`config.mk`:
```
export PLATFORM = sky130hd
export DESIGN_NAME = pwm_audio_mixer
export DESIGN_NICKNAME = d
export VERILOG_FILES = /design/src/rtl/synth_pkg.sv /design/src/rtl/voice_scaler.sv /design/src/rtl/pwm_audio_mixer.sv
export SDC_FILE = /design/constraint.sdc
export NUM_CORES = 1
export LEC_CHECK = 0
export CAP_MARGIN = 20
export CORE_AREA = 2 2 124 78
export DETAILED_ROUTE_END_ITERATION = 10
export DIE_AREA = 0 0 126 80
export GPL_TIMING_DRIVEN = 0
export PLACE_DENSITY = 0.83
export SKIP_CTS_REPAIR_TIMING = 1
export SLEW_MARGIN = 20
export SYNTH_ARGS = -nofsm -noshare
export SYNTH_HDL_FRONTEND = slang
export SYNTH_SLANG_ARGS = --single-unit
```
`constraint.sdc`:
```
create_clock -name clk -period 2.6 [get_ports clk]
set_input_delay 0.52 -clock clk [delete_from_list [all_inputs] [get_ports clk]]
set_output_delay 0.52 -clock clk [all_outputs]
set_load 0.02 [all_outputs]
```
`src/rtl/synth_pkg.sv`:
```
// rtl/synth_pkg.sv - shared widths, phase constants and volume codes for the synth voice path
package synth_pkg;
    localparam int SAMPLE_W         = 7;
    localparam int PHASE_W          = 10;
    localparam int VOL_W            = 2;
    // Generators update their accumulators at this phase and register one cycle later.
    localparam int GEN_UPDATE_PHASE = 8;

    typedef enum logic [VOL_W-1:0] {
        VOL_MUTE    = 2'd0,
        VOL_QUARTER = 2'd1,
        VOL_HALF    = 2'd2,
        VOL_FULL    = 2'd3
    } vol_e;
endpackage

```
`src/rtl/voice_scaler.sv`:
```
// rtl/voice_scaler.sv - combinational per-voice volume scaling by right shift
module voice_scaler
    import synth_pkg::*;
(
    input  logic [SAMPLE_W-1:0] i_sample,
    input  vol_e                i_vol,
    output logic [SAMPLE_W-1:0] o_scaled
);
    always_comb begin
        o_scaled = '0;
        case (i_vol)
            VOL_MUTE:    o_scaled = '0;
            VOL_QUARTER: o_scaled = i_sample >> 2;
            VOL_HALF:    o_scaled = i_sample >> 1;
            VOL_FULL:    o_scaled = i_sample;
            default:     o_scaled = '0;
        endcase
    end
endmodule

```
`src/rtl/pwm_audio_mixer.sv`:
```
// rtl/pwm_audio_mixer.sv - sample-rate phase master, voice mix pipeline and glitch-free PWM output
module pwm_audio_mixer
    import synth_pkg::*;
#(
    parameter int PERIOD        = 1024,
    parameter int CAPTURE_PHASE = 16,
    parameter int NUM_VOICES    = 4
) (
    input  logic                           clk,
    input  logic                           rst_n,
    input  logic                           ena,
    input  logic [NUM_VOICES*SAMPLE_W-1:0] voice_samples,
    input  logic [NUM_VOICES*VOL_W-1:0]    voice_vol,
    output logic [PHASE_W-1:0]             subsample_phase,
    output logic                           sample_tick,
    output logic [PHASE_W-1:0]             duty,
    output logic                           pwm_out
);
    localparam int MIX_W = SAMPLE_W + 2;
    localparam logic [PHASE_W-1:0] LAST_PH = PHASE_W'(PERIOD - 1);
    localparam logic [PHASE_W-1:0] CAP_PH  = PHASE_W'(CAPTURE_PHASE);
    localparam logic [PHASE_W-1:0] MIX_PH  = PHASE_W'(CAPTURE_PHASE + 1);
    localparam logic [PHASE_W-1:0] PEND_PH = PHASE_W'(CAPTURE_PHASE + 2);

    logic [PHASE_W-1:0]  r_phase;
    logic [PHASE_W-1:0]  r_duty;
    logic [PHASE_W-1:0]  r_pending;
    logic [MIX_W-1:0]    r_mix;
    logic [SAMPLE_W-1:0] r_scaled [NUM_VOICES];
    logic                r_tick;
    logic                r_pwm;

    logic [SAMPLE_W-1:0] w_scaled [NUM_VOICES];
    logic [MIX_W-1:0]    w_mix_sum;
    logic                w_wrap;
    logic [PHASE_W-1:0]  w_next_phase;
    logic [PHASE_W-1:0]  w_duty_next;

    for (genvar gi = 0; gi < NUM_VOICES; gi++) begin : g_voice
        voice_scaler u_scaler (
            .i_sample (voice_samples[gi*SAMPLE_W +: SAMPLE_W]),
            .i_vol    (vol_e'(voice_vol[gi*VOL_W +: VOL_W])),
            .o_scaled (w_scaled[gi])
        );
    end

    always_comb begin
        w_mix_sum = '0;
        for (int i = 0; i < NUM_VOICES; i++) begin
            w_mix_sum = w_mix_sum + MIX_W'(r_scaled[i]);
        end
    end

    assign w_wrap       = (r_phase == LAST_PH);
    assign w_next_phase = w_wrap ? '0 : r_phase + 1'b1;
    // Compare against the duty that will be active at the next phase so the wrap cycle is clean.
    assign w_duty_next  = w_wrap ? r_pending : r_duty;

    always_ff @(posedge clk or negedge rst_n) begin
        if (!rst_n) begin
            r_phase   <= '0;
            r_duty    <= '0;
            r_pending <= '0;
            r_mix     <= '0;
            r_tick    <= 1'b0;
            r_pwm     <= 1'b0;
            for (int i = 0; i < NUM_VOICES; i++) begin
                r_scaled[i] <= '0;
            end
        end else if (ena) begin
            r_phase <= w_next_phase;
            r_tick  <= w_wrap;
            r_pwm   <= (w_next_phase < w_duty_next);
            if (w_wrap) begin
                r_duty <= r_pending;
            end
            if (r_phase == CAP_PH) begin
                for (int i = 0; i < NUM_VOICES; i++) begin
                    r_scaled[i] <= w_scaled[i];
                end
            end
            if (r_phase == MIX_PH) begin
                r_mix <= w_mix_sum;
            end
            if (r_phase == PEND_PH) begin
                r_pending <= {r_mix, 1'b0};
            end
        end else begin
            r_tick <= 1'b0;
            r_pwm  <= 1'b0;
        end
    end

    assign subsample_phase = r_phase;
    assign sample_tick     = r_tick;
    assign duty            = r_duty;
    assign pwm_out         = r_pwm;
endmodule

```
==> key figures, run 1 <==
Worst setup path
  – CP max stage delay: 0.53 ns
  – CP Cell Sequence: inv_2 > fa_1 > inv_1 > fa_1 > ha_4 > inv_2 > fa_2 > nor2b_4 > o31ai_4 > a2111o_1 > o211ai_2
  – Kind of critical path: reg2reg
  – Crit. End Element: flop
  – Worst-path maximum fanout: 3
  – CP Data Required Time: 2.86 ns
  – WP data arrival: 3.11 ns
  – Crit-path leading delay family: adder cells
  – Critical path's slowest cell: fa_1
  – CP bufs+invs: 3
  – Setup crit start kind: flop

Die
  – DIE WIDTH: 126 um
  – FP Rows: 27
  – Initial Util: 0.4903
  – Top-Level Pins: 61
  – Core Region: 8919 um2
  – Die ar.: 10080 um2
  – Die height: 80 um

Clock network
  – Clock sink total: 68
  – Clock Latency Late Sink: 0.34 ns
  – CTS Buffer Depth: 2
  – Clk slew on worst S/H paths: 0.06 ns
  – CTS H-tree lvls: 3
  – Num CTS Buffers: 9
  – CTS tree: built
  – Root buffer cell: clkbuf_16

Synthesis
  – Synthesized flop and latch total: 68
  – Yosys top cell area share: 0.3891
  – Syn avg cell area: 10.61 um2
  – Synth Flop Type: dfrtp_1
  – Yosys warns: 0
  – Post-synth ARST share: 1.000
  – Seq/Total Area, Yosys: 0.3891
  – Gate Count Post-Synth: 412
  – Ranking of synthesized cells by area: dfrtp_1 39%, fa_1 6.4%, ha_1 6.0%, mux2i_1 6.0%, mux2_2 5.7%
  – Post-Syn Nets: 486
  – Unique masters post-synth: 48
  – Number of enable flip-flop cells after synthesis: 0
  – Post-synth top area cell: dfrtp_1
  – Synth Cell Area: 4373 um2

Global route
  – Largest net degree at the start of global routing: 53
  – Vias in the first global route: 3284
  – Grt ovf: 0
  – First-pass GRT wire length: 16.75 mm
  – Total Routing Usage GR: 0.2149
  – Initial antenna violation count: 0

Route
  – Final ANT Viol Nets: 0
  – Routed vias: 3413
  – Pre-antenna DRT Iters: 5
  – Via/cell ratio: 5.623
  – # DRC: 0
  – Routed WL: 10.76 mm
  – Avg WL per Cell: 17.72 um
  – Iter 0 DRT Violations: 286

Timing
  – Final period utilization: 1.092
  – Final setup margin: -0.2405 ns
  – Relative slew slack: 0.6495
  – Unrepaired setup endpoints after global routing: true
  – FMAX: 0.3521 GHz
  – Layout Skew: 0.006222 ns
  – Period minus WS final: 2.840 ns
  – Hold_ws: 0.05294 ns
  – Setup violations, final: 5
  – Hold Vio Cnt, Final: 0
  – Worst-margin pin slew: 0.5258 ns
  – Final Slew Violations: 0

Final layout
  – Final net count: 560
  – Antenna cells: 0
  – Util after Layout: 0.6251
  – Layout cells sized above 1: 0.1996
  – Fill count: 688
  – Area Growth Syn to Fin: 27.50%

Pwr
  – Peak VDD IR: 358.0 uV
  – Pleak: 2.649 nW
  – Pwr Density: 571.8 nW/um2

Hold path
  – Min-Delay Path Class: in2async

Run status
  – Status: complete, but fails checks
  – Failing checks: negative setup slack

Placement
  – Count of buffers from port buffering: 59
  – Placer congestion estimate: 0.8955
  – Final HPWL DP: 7.695 mm

Flow run
  – Maxcap violations: 0
## registers in the layout, summed over array words and instances (netlist names)
register,count
r_scaled,28
duty,10
subsample_phase,10
r_mix,9
r_pending,9
pwm_out,1
sample_tick,1
## per-layer routing
metal  GRT usage  share of wire
met1      0.3134           0.47
met2      0.3172           0.44
met3     0.05898          0.075
met4     0.05165          0.015
met5           0              0
## area by class of cell
cell class              instances  area, um2  share of cell area
plain buffers                  23      138.9             0.02491
clock buffers                  11      252.7             0.04533
clock inverters                 5      83.83             0.01504
inverters                      38      142.6             0.02558
multi-input cells             283       2470              0.4430
flip-flops and latches         68       1704              0.3057
well taps                     116      145.1             0.02603
repair buffers                 63      638.1              0.1145
## kinds of logic after synthesis
kind of cell,after synthesis,synth area share
buf+inv,61,0.06294
fa+ha+maj,35,0.1242
xor+xnor,13,0.02604
compound gates,101,0.1637
mux,56,0.1436
flops,68,0.3891
simple gates,78,0.09042
## Yosys cell counts, types with 2 or more instances
cell type and count:
o21ai_0 18, o31ai_1 4, nand3_1 10, mux2_4 8, and2_1 3, a21oi_1 25
fa_1 14, mux2_2 22, nand2_1 27, a211oi_1 11, inv_1 38, nor2_1 16
buf_1 4, dfrtp_1 68, mux2i_1 26, nor2b_1 3, a21o_1 21, nor3_1 2
nand4_1 5, nand4_2 2, buf_6 4, xnor2_1 9, and4_1 2, and3_1 3
ha_1 21, buf_2 6, xor2_1 4, buf_4 2, a211oi_2 10, clkbuf_1 6
## per-stage QoR
step / cell area, um2 / setup TNS, ns / total power [W] / cells / setup WS, ns
global placement: 5121 / -83.46 / 0.001766 / 587 / -1.218
CTS: 5483 / -1.412 / 0.003176 / 604 / -0.3537
global route: 5575 / -1.579 / 0.003310 / 607 / -0.3309
floorplan: 4385 / -0.2430 / 0.001541 / 412 / -0.1336
detailed placement: 5146 / -1.221 / 0.001803 / 588 / -0.3152
finish: 5575 / -1.010 / 0.003188 / 607 / -0.2405
## power by group
group / leakage, nW / switching [W] / internal [W] / total (W)
Clock: 0.158 / 0.000482 / 0.000893 / 0.00138
Combinational: 1.58 / 0.000358 / 0.000311 / 0.000669
Sequential: 0.913 / 0.0000480 / 0.00110 / 0.00114
Total: 2.65 / 0.000888 / 0.00230 / 0.00319
## layout by cell type, fill, tap and decap left out, types with 3 or more instances in the layout
master | Yosys | routed
ha_1 | 21 | 17
clkbuf_16 | 0 | 9
a211oi_2 | 10 | 11
a21oi_1 | 25 | 25
o31ai_1 | 4 | 3
buf_4 | 2 | 6
inv_1 | 38 | 35
buf_6 | 4 | 5
mux2_2 | 22 | 22
nor2_1 | 16 | 16
clkbuf_1 | 6 | 6
mux2i_1 | 26 | 26
inv_2 | 0 | 3
clkdlybuf4s50_1 | 0 | 58
xor2_1 | 4 | 4
buf_2 | 6 | 5
xnor2_1 | 9 | 9
buf_1 | 4 | 4
and3_1 | 3 | 3
and2_1 | 3 | 3
a211oi_1 | 11 | 10
a21o_1 | 21 | 21
mux2_4 | 8 | 8
o21ai_0 | 18 | 17
nand3_1 | 10 | 10
nand2_1 | 27 | 27
nand4_1 | 5 | 5
fa_1 | 14 | 13
dfrtp_1 | 68 | 66
## final timing paths
path,endpoint,cells past startpoint,slack (ns),startpoint
worst max-delay path,r_mix[7]$_DFFE_PN0P_,11,-0.24,r_scaled[1]$_DFFE_PN0P_
worst min-delay path,subsample_phase[2]$_DFFE_PN0P_,1,0.05,rst_n
worst max register to register,r_mix[7]$_DFFE_PN0P_,11,-0.24,r_scaled[1]$_DFFE_PN0P_
worst min register to register,r_scaled[27]$_DFFE_PN0P_,2,0.48,r_scaled[27]$_DFFE_PN0P_
max in group asynchronous,r_scaled[25]$_DFFE_PN0P_,2,2.01,rst_n
min in group clk,r_scaled[27]$_DFFE_PN0P_,2,0.48,r_scaled[27]$_DFFE_PN0P_
Note: power is estimated with default switching activity, not from simulation.
==> run 2: changes to the inputs <==
--- a/config.mk
+++ b/config.mk
@@ -5,7 +5,6 @@
 export SDC_FILE = /design/constraint.sdc
 export NUM_CORES = 1
 export LEC_CHECK = 0
-export CAP_MARGIN = 20
 export CORE_AREA = 2 2 124 78
 export DETAILED_ROUTE_END_ITERATION = 10
 export DIE_AREA = 0 0 126 80
==> results of run 2 <==
The final DEF is identical to that of run 1; final timing and power are the same.
